===== config.mk =====
export PLATFORM = sky130hd
export DESIGN_NAME = mcb_cmd_arb
export DESIGN_NICKNAME = d
export VERILOG_FILES = /design/src/rtl/mcb_pkg.sv /design/src/rtl/mcb_cmd_arb_rr_arb2.sv /design/src/rtl/mcb_cmd_arb.sv
export SDC_FILE = /design/constraint.sdc
export NUM_CORES = 1
export LEC_CHECK = 0
export CAP_MARGIN = 40
export CORE_MARGIN = 5
export CORE_UTILIZATION = 45
export DETAILED_ROUTE_END_ITERATION = 16
export GPL_TIMING_DRIVEN = 0
export PLACE_DENSITY = 0.92
export SKIP_CTS_REPAIR_TIMING = 1
export SYNTH_ARGS = -nofsm -noshare
export SYNTH_HDL_FRONTEND = slang
export SYNTH_SLANG_ARGS = --single-unit

===== constraint.sdc =====
create_clock -name clk -period 3.6 [get_ports clk]
set_input_delay 0.54 -clock clk [delete_from_list [all_inputs] [get_ports clk]]
set_output_delay 0.54 -clock clk [all_outputs]
set_load 0.01 [all_outputs]

===== src/rtl/mcb_pkg.sv =====
// Shared definitions for the MCB command arbiter.
//   MCB_INSTR_WR / MCB_INSTR_RD : MCB user-port instruction codes
//   MCB_MAX_BL                  : longest legal burst, in 32-bit words
//   arb_state_t                 : command arbiter FSM states
//   len_ok()                    : true when a requested burst length is legal
package mcb_pkg;

  localparam logic [2:0] MCB_INSTR_WR = 3'b000;
  localparam logic [2:0] MCB_INSTR_RD = 3'b001;
  localparam int unsigned MCB_MAX_BL  = 64;

  typedef enum logic [1:0] {
    ST_IDLE,
    ST_ISSUE,
    ST_DONE
  } arb_state_t;

  function automatic logic len_ok(input logic [6:0] len);
    return (len != '0) && (len <= 7'(MCB_MAX_BL));
  endfunction

endpackage


===== src/rtl/mcb_cmd_arb_rr_arb2.sv =====
// Two-way round-robin arbiter.
//   clk, rst_n : clock, asynchronous active-low reset
//   req[1:0]   : request vector (bit 0 has priority after reset)
//   advance    : a grant was taken this cycle; move the pointer past it
//   gnt[1:0]   : one-hot grant, or zero when nothing requests
module rr_arb2 (
  input  logic       clk,
  input  logic       rst_n,
  input  logic [1:0] req,
  input  logic       advance,
  output logic [1:0] gnt
);

  // ptr = 0 favours req[0], ptr = 1 favours req[1]
  logic ptr;

  always_comb begin
    gnt = req;
    if (req == 2'b11) begin
      gnt = ptr ? 2'b10 : 2'b01;
    end
  end

  // The pointer always lands on the side that was not granted, even when the
  // grant was uncontested.
  always_ff @(posedge clk or negedge rst_n) begin
    if (!rst_n) begin
      ptr <= 1'b0;
    end else if (advance && (gnt != '0)) begin
      ptr <= gnt[0];
    end
  end

endmodule


===== src/rtl/mcb_cmd_arb.sv =====
// Command arbiter for one MCB user command port shared by a write engine and a
// read engine. Grants round-robin, issues one MCB command per grant and
// returns a one-cycle done pulse to the owner.
//   wr_req/wr_addr/wr_len/wr_done : write requester (level request, done pulse)
//   rd_req/rd_addr/rd_len/rd_done : read requester
//   req_err                       : pulses with *_done when the length was illegal
//   p_cmd_*                       : MCB command port (en, instr, byte_addr, bl)
//   p_cmd_full, p_wr_count        : MCB command FIFO full, write FIFO fill level
//   wr_stall                      : sticky flag, write blocked on FIFO fill too long
//   wr_cmd_cnt, rd_cmd_cnt        : wrapping issued-command counters
module mcb_cmd_arb
  import mcb_pkg::*;
#(
  parameter int unsigned WR_TIMEOUT = 1023
) (
  input  logic        clk,
  input  logic        rst_n,
  input  logic        wr_req,
  input  logic [29:0] wr_addr,
  input  logic [6:0]  wr_len,
  output logic        wr_done,
  input  logic        rd_req,
  input  logic [29:0] rd_addr,
  input  logic [6:0]  rd_len,
  output logic        rd_done,
  output logic        req_err,
  output logic        p_cmd_en,
  output logic [2:0]  p_cmd_instr,
  output logic [29:0] p_cmd_byte_addr,
  output logic [5:0]  p_cmd_bl,
  input  logic        p_cmd_full,
  input  logic [6:0]  p_wr_count,
  output logic        wr_stall,
  output logic [15:0] wr_cmd_cnt,
  output logic [15:0] rd_cmd_cnt
);

  localparam logic [11:0] STALL_LIMIT = 12'(WR_TIMEOUT);

  arb_state_t  state, state_nxt;
  logic        wr_elig, rd_elig;
  logic [1:0]  gnt;
  logic        grant, gnt_wr, len_bad;
  logic [6:0]  sel_len;
  logic [29:0] sel_addr;
  logic        own_wr;
  logic        done_set, done_wr;
  logic [10:0] stall_cnt;

  assign wr_elig = wr_req && (p_wr_count >= wr_len);
  assign rd_elig = rd_req;

  rr_arb2 u_rr (
    .clk     (clk),
    .rst_n   (rst_n),
    .req     ({rd_elig, wr_elig}),
    .advance (grant),
    .gnt     (gnt)
  );

  assign grant    = (state == ST_IDLE) && (gnt != '0);
  assign gnt_wr   = gnt[0];
  assign sel_len  = gnt_wr ? wr_len  : rd_len;
  assign sel_addr = gnt_wr ? wr_addr : rd_addr;
  assign len_bad  = !len_ok(sel_len);

  // State register
  always_ff @(posedge clk or negedge rst_n) begin
    if (!rst_n) begin
      state <= ST_IDLE;
    end else begin
      state <= state_nxt;
    end
  end

  // Next-state logic
  always_comb begin
    state_nxt = state;
    case (state)
      ST_IDLE:  if (grant) state_nxt = len_bad ? ST_DONE : ST_ISSUE;
      ST_ISSUE: if (!p_cmd_full) state_nxt = ST_DONE;
      ST_DONE:  state_nxt = ST_IDLE;
      default:  state_nxt = ST_IDLE;
    endcase
  end

  // Output logic
  always_comb begin
    p_cmd_en = (state == ST_ISSUE) && !p_cmd_full;
  end

  // Command latch; a rejected request leaves the last command fields intact.
  always_ff @(posedge clk or negedge rst_n) begin
    if (!rst_n) begin
      own_wr          <= 1'b0;
      p_cmd_instr     <= '0;
      p_cmd_byte_addr <= '0;
      p_cmd_bl        <= '0;
    end else if (grant) begin
      own_wr <= gnt_wr;
      if (!len_bad) begin
        p_cmd_instr     <= gnt_wr ? MCB_INSTR_WR : MCB_INSTR_RD;
        p_cmd_byte_addr <= sel_addr & ~30'h3;
        p_cmd_bl        <= 6'(sel_len - 7'd1);
      end
    end
  end

  // A rejection completes at the grant edge, before own_wr is updated, so the
  // owner comes straight from the grant in that case.
  assign done_set = (grant && len_bad) || p_cmd_en;
  assign done_wr  = grant ? gnt_wr : own_wr;

  always_ff @(posedge clk or negedge rst_n) begin
    if (!rst_n) begin
      wr_done <= 1'b0;
      rd_done <= 1'b0;
      req_err <= 1'b0;
    end else begin
      wr_done <= done_set && done_wr;
      rd_done <= done_set && !done_wr;
      req_err <= grant && len_bad;
    end
  end

  always_ff @(posedge clk or negedge rst_n) begin
    if (!rst_n) begin
      wr_cmd_cnt <= '0;
      rd_cmd_cnt <= '0;
    end else if (p_cmd_en) begin
      if (own_wr) wr_cmd_cnt <= wr_cmd_cnt + 16'd1;
      else        rd_cmd_cnt <= rd_cmd_cnt + 16'd1;
    end
  end

  // Write stall timer: counts cycles a write request waits on FIFO fill.
  always_ff @(posedge clk or negedge rst_n) begin
    if (!rst_n) begin
      stall_cnt <= '0;
      wr_stall  <= 1'b0;
    end else begin
      if (!wr_req || (grant && gnt_wr)) begin
        stall_cnt <= '0;
      end else if (!wr_elig) begin
        if (stall_cnt != '1) stall_cnt <= stall_cnt + 11'd1;
        if (({1'b0, stall_cnt} + 12'd1) >= STALL_LIMIT) wr_stall <= 1'b1;
      end
    end
  end

endmodule


==> impl_metrics.csv <==
group,metric,value,unit
status,outcome,"finished, violations left",
place,hpwl,9.65,mm
clocking,clk_pin_slew,0.08,ns
logic_synthesis,async_flop_share,100,%
sta,fmax,275,MHz
worst_setup_path,crit_fanout,6,
worst_setup_path,r2r_cells,15,
clocking,insertion_delay,0.35,ns
logic_synthesis,yosysTopAreaCell,"dfrtp_1",
sta,fin_crit,3.64,ns
sta,fin_crit_sh,101,%
pwr,vdd_ir_drop_max,0.000284,V
final_layout,drive_gt1_share,23.9,%
grt,grt_max_degree,70,
sta,setup_viol,29,
logic_synthesis,synth_cell_type_count,51,
run,maxCapViolCount,0,
final_layout,nets,680,
worst_hold_path,worstHoldPathType,"in2async",
clocking,clock-root-buffer,"clkbuf_8",
die,initial_core_util,46.1,%
final_layout,n_antenna_cell,0,
worst_setup_path,worstSetupPathType,"in2reg",
logic_synthesis,syn_inst,391,
sta,final.setup_skew,0.0123,ns
place,io_buffer_count,153,
die,die_x,110,um
detailed_routing,routed_wl,13.6,mm
logic_synthesis,yosysSeqAreaShare,48.0,%
grt,antenna_found_initial,0,
grt,overflow,0,
die,die-area,12100,um2
grt,grtUsageTotal,20.1,%
logic_synthesis,synth_top_area_share,48.0,%
worst_setup_path,crit_cells,17,
detailed_routing,viasPerCell,5.17,
worst_setup_path,crit_required,3.84,ns
sta,fin_ws,-0.0390,ns
detailed_routing,avgRoutedWirePerCell,19.0,um
place,place_congestion,0.876,
worst_setup_path,cp_data_arrival_time,3.87,ns
clocking,cts_tree,"done",
grt,top_usage_layer,"met2",
final_layout,fill_cells,665,
clocking,cts_buffers,9,
worst_setup_path,crit_chain,"clkdlybuf4s50_1, inv_2, ha_4, o2111ai_4, o21ai_4, nand2_4, buf_12, buf_4, a21oi_4, ha_4, nand3b_1, xor2_1, o21ai_2, a21oi_4, buf_6, buf_6, mux2_2",
grt,gr-usage-met3,5.34,%
pwr,power_density,543,nW/um2
logic_synthesis,ys_seq_elements,86,
sta,finalHoldViolations,0,
detailed_routing,drcViolationCount,0,
final_layout,final-instance-count-excl-fill,719,
final_layout,regArea,2150,um2
sta,report.final.slew_viol_count,0,
detailed_routing,ant_nets,0,
die,die_y,110,um
clocking,cts.sinks,86,
logic_synthesis,syn_area,4490,um2
final_layout,postLayoutCellArea,6890,um2
worst_setup_path,path_buf_inv,6,
final_layout,multi_input_area,2390,um2
logic_synthesis,synth_enable_flop_cells,0,
grt,grtUsageMet2,35.7,%
worst_setup_path,reg2reg_slack,0.52,ns
worst_setup_path,end_kind,"flip-flop",
clocking,clockBufferDepth,2,
grt,grtUsageMet1,22.8,%
die,num_rows,36,
grt,grt_first_pass_wirelength,18.8,mm
logic_synthesis,yosysWarnings,0,
status,violations,"setup timing",
worst_setup_path,crit_slowest_cell,"clkdlybuf4s50_1",
pwr,p_leak,3.04,nW
die,core-area,9730,um2
detailed_routing,drtIter0Drc,256,
worst_setup_path,max_stage_delay,0.47,ns
logic_synthesis,avgSynthCellArea,11.5,um2
worst_setup_path,r2r-end,"p_cmd_byte_addr[20]",
worst_setup_path,startpoint,"wr_len[6]",
logic_synthesis,synthFlopType,"dfrtp_1",
grt,grt_pass1_vias,3831,
detailed_routing,vias,3718,
clocking,h-tree-depth,3,
sta,hold_slack,0.0582,ns
place,placed_cells,681,
final_layout,area_growth,53.5,%
worst_setup_path,critPathTopFamily,"buffers and inverters",
logic_synthesis,synthTopCellsByArea,"dfrtp_1 (48%), mux2_2 (16%), xnor2_1 (5.7%)",
worst_setup_path,startpoint_type,"primary input",
worst_setup_path,crit_path_end,"p_cmd_byte_addr[20]",
worst_setup_path,rr_startpoint,"u_rr.ptr",
die,num_io_pins,162,
place,place_area,6230,um2
detailed_routing,dr.pass1.iters,4,
layer usage:
layer / wire [um] / vias to the layer above
li1: - / 1730
met1: 5210 / 1815
met2: 7030 / 153
met3: 1160 / 20
met4: 232 / 0
met5: 0 / -
cell type report:
class,count,share of cell area (%)
Multi-Input combinational cell,276,34.8
Sequential cell,86,31.2
Timing Repair Buffer,176,25.9
Tap cell,133,2.42
Clock buffer,11,2.05
Buffer,16,1.94
Inverter,16,0.872
Clock inverter,5,0.817
kinds of logic after synthesis:
group | Yosys count | share of synthesized area [%]
other cells | 1 | 0.0836
buf+inv | 32 | 3.71
compound gates | 30 | 5.49
mux | 67 | 16.9
xor+xnor | 48 | 9.37
flops | 86 | 48.0
fa+ha+maj | 13 | 3.63
simple gates | 114 | 12.9
how the worst min path moves through the flow:
stage | endpoint | slack (ns) | cells after the start
detailed placement | p_cmd_byte_addr[10] | 0.44 | 1
global placement | wr_stall | 0.45 | 1
finish | p_cmd_byte_addr[10] | 0.06 | 1
global route | p_cmd_byte_addr[10] | 0.06 | 1
CTS | p_cmd_byte_addr[10] | 0.05 | 1
floorplan | own_wr | 0.24 | 0
stage by stage:
step	worst slack, ns	util (%)	setup TNS, ns	total power, mW
floorplan	0.0183	-	0	2.04
global placement	-0.965	63.7	-110.78	2.76
detailed placement	-1.08	64.0	-37.79	2.84
CTS	-0.713	66.0	-23.54	3.53
global route	-0.0984	70.8	-2.47	3.92
finish	-0.0390	70.8	-0.558	3.74
Yosys cell counts (3+ instances only):
cell     count
mux2_2      62
nand3_1     20
and3_1       5
o21ai_0      5
nand2_1     26
buf_4        4
xor2_1      19
nor2_1      27
a21oi_1      4
buf_6        3
and4_1       4
nand4_1     10
ha_1        13
xnor2_1     29
dfrtp_1     86
and2_1       3
nor3_1       4
inv_1       16
nor2b_1      3
mux2i_1      3
buf_2        7
state kept, by name, indices dropped and copies added (netlist names), 2 cells and up:
name             cells
stall_cnt           11
wr_cmd_cnt          16
rd_cmd_cnt          16
p_cmd_bl             6
state                2
p_cmd_byte_addr     28
power by group:
part	switching (mW)	internal, mW	leakage [nW]
combinational	0.619	0.997	1.83
clock	0.346	0.340	0.0997
sequential	0.199	1.24	1.11
layout by cell type, fill, tap and decap left out, types with 3 or more instances in the layout:
| master | Yosys | final |
|---|---|---|
| clkdlybuf4s50_1 | 0 | 142 |
| dfrtp_1 | 86 | 86 |
| mux2_2 | 62 | 42 |
| xnor2_1 | 29 | 29 |
| nor2_1 | 27 | 27 |
| nand2_1 | 26 | 26 |
| mux2_4 | 2 | 22 |
| nand3_1 | 20 | 20 |
| buf_4 | 4 | 20 |
| xor2_1 | 19 | 19 |
| inv_1 | 16 | 12 |
| nand4_1 | 10 | 10 |
| clkbuf_8 | 0 | 10 |
| dlymetal6s2s_1 | 0 | 10 |
| ha_1 | 13 | 7 |
| buf_2 | 7 | 6 |
| buf_6 | 3 | 6 |
| ha_4 | 0 | 6 |
| o21ai_0 | 5 | 5 |
| and3_1 | 5 | 5 |
| inv_2 | 0 | 4 |
| nor3_1 | 4 | 4 |
| and4_1 | 4 | 4 |
| conb_1 | 1 | 4 |
| and2_1 | 3 | 3 |
| clkbuf_1 | 2 | 3 |
| a21oi_4 | 1 | 3 |
| nor2b_1 | 3 | 3 |
(Power assumes the default switching activity.)
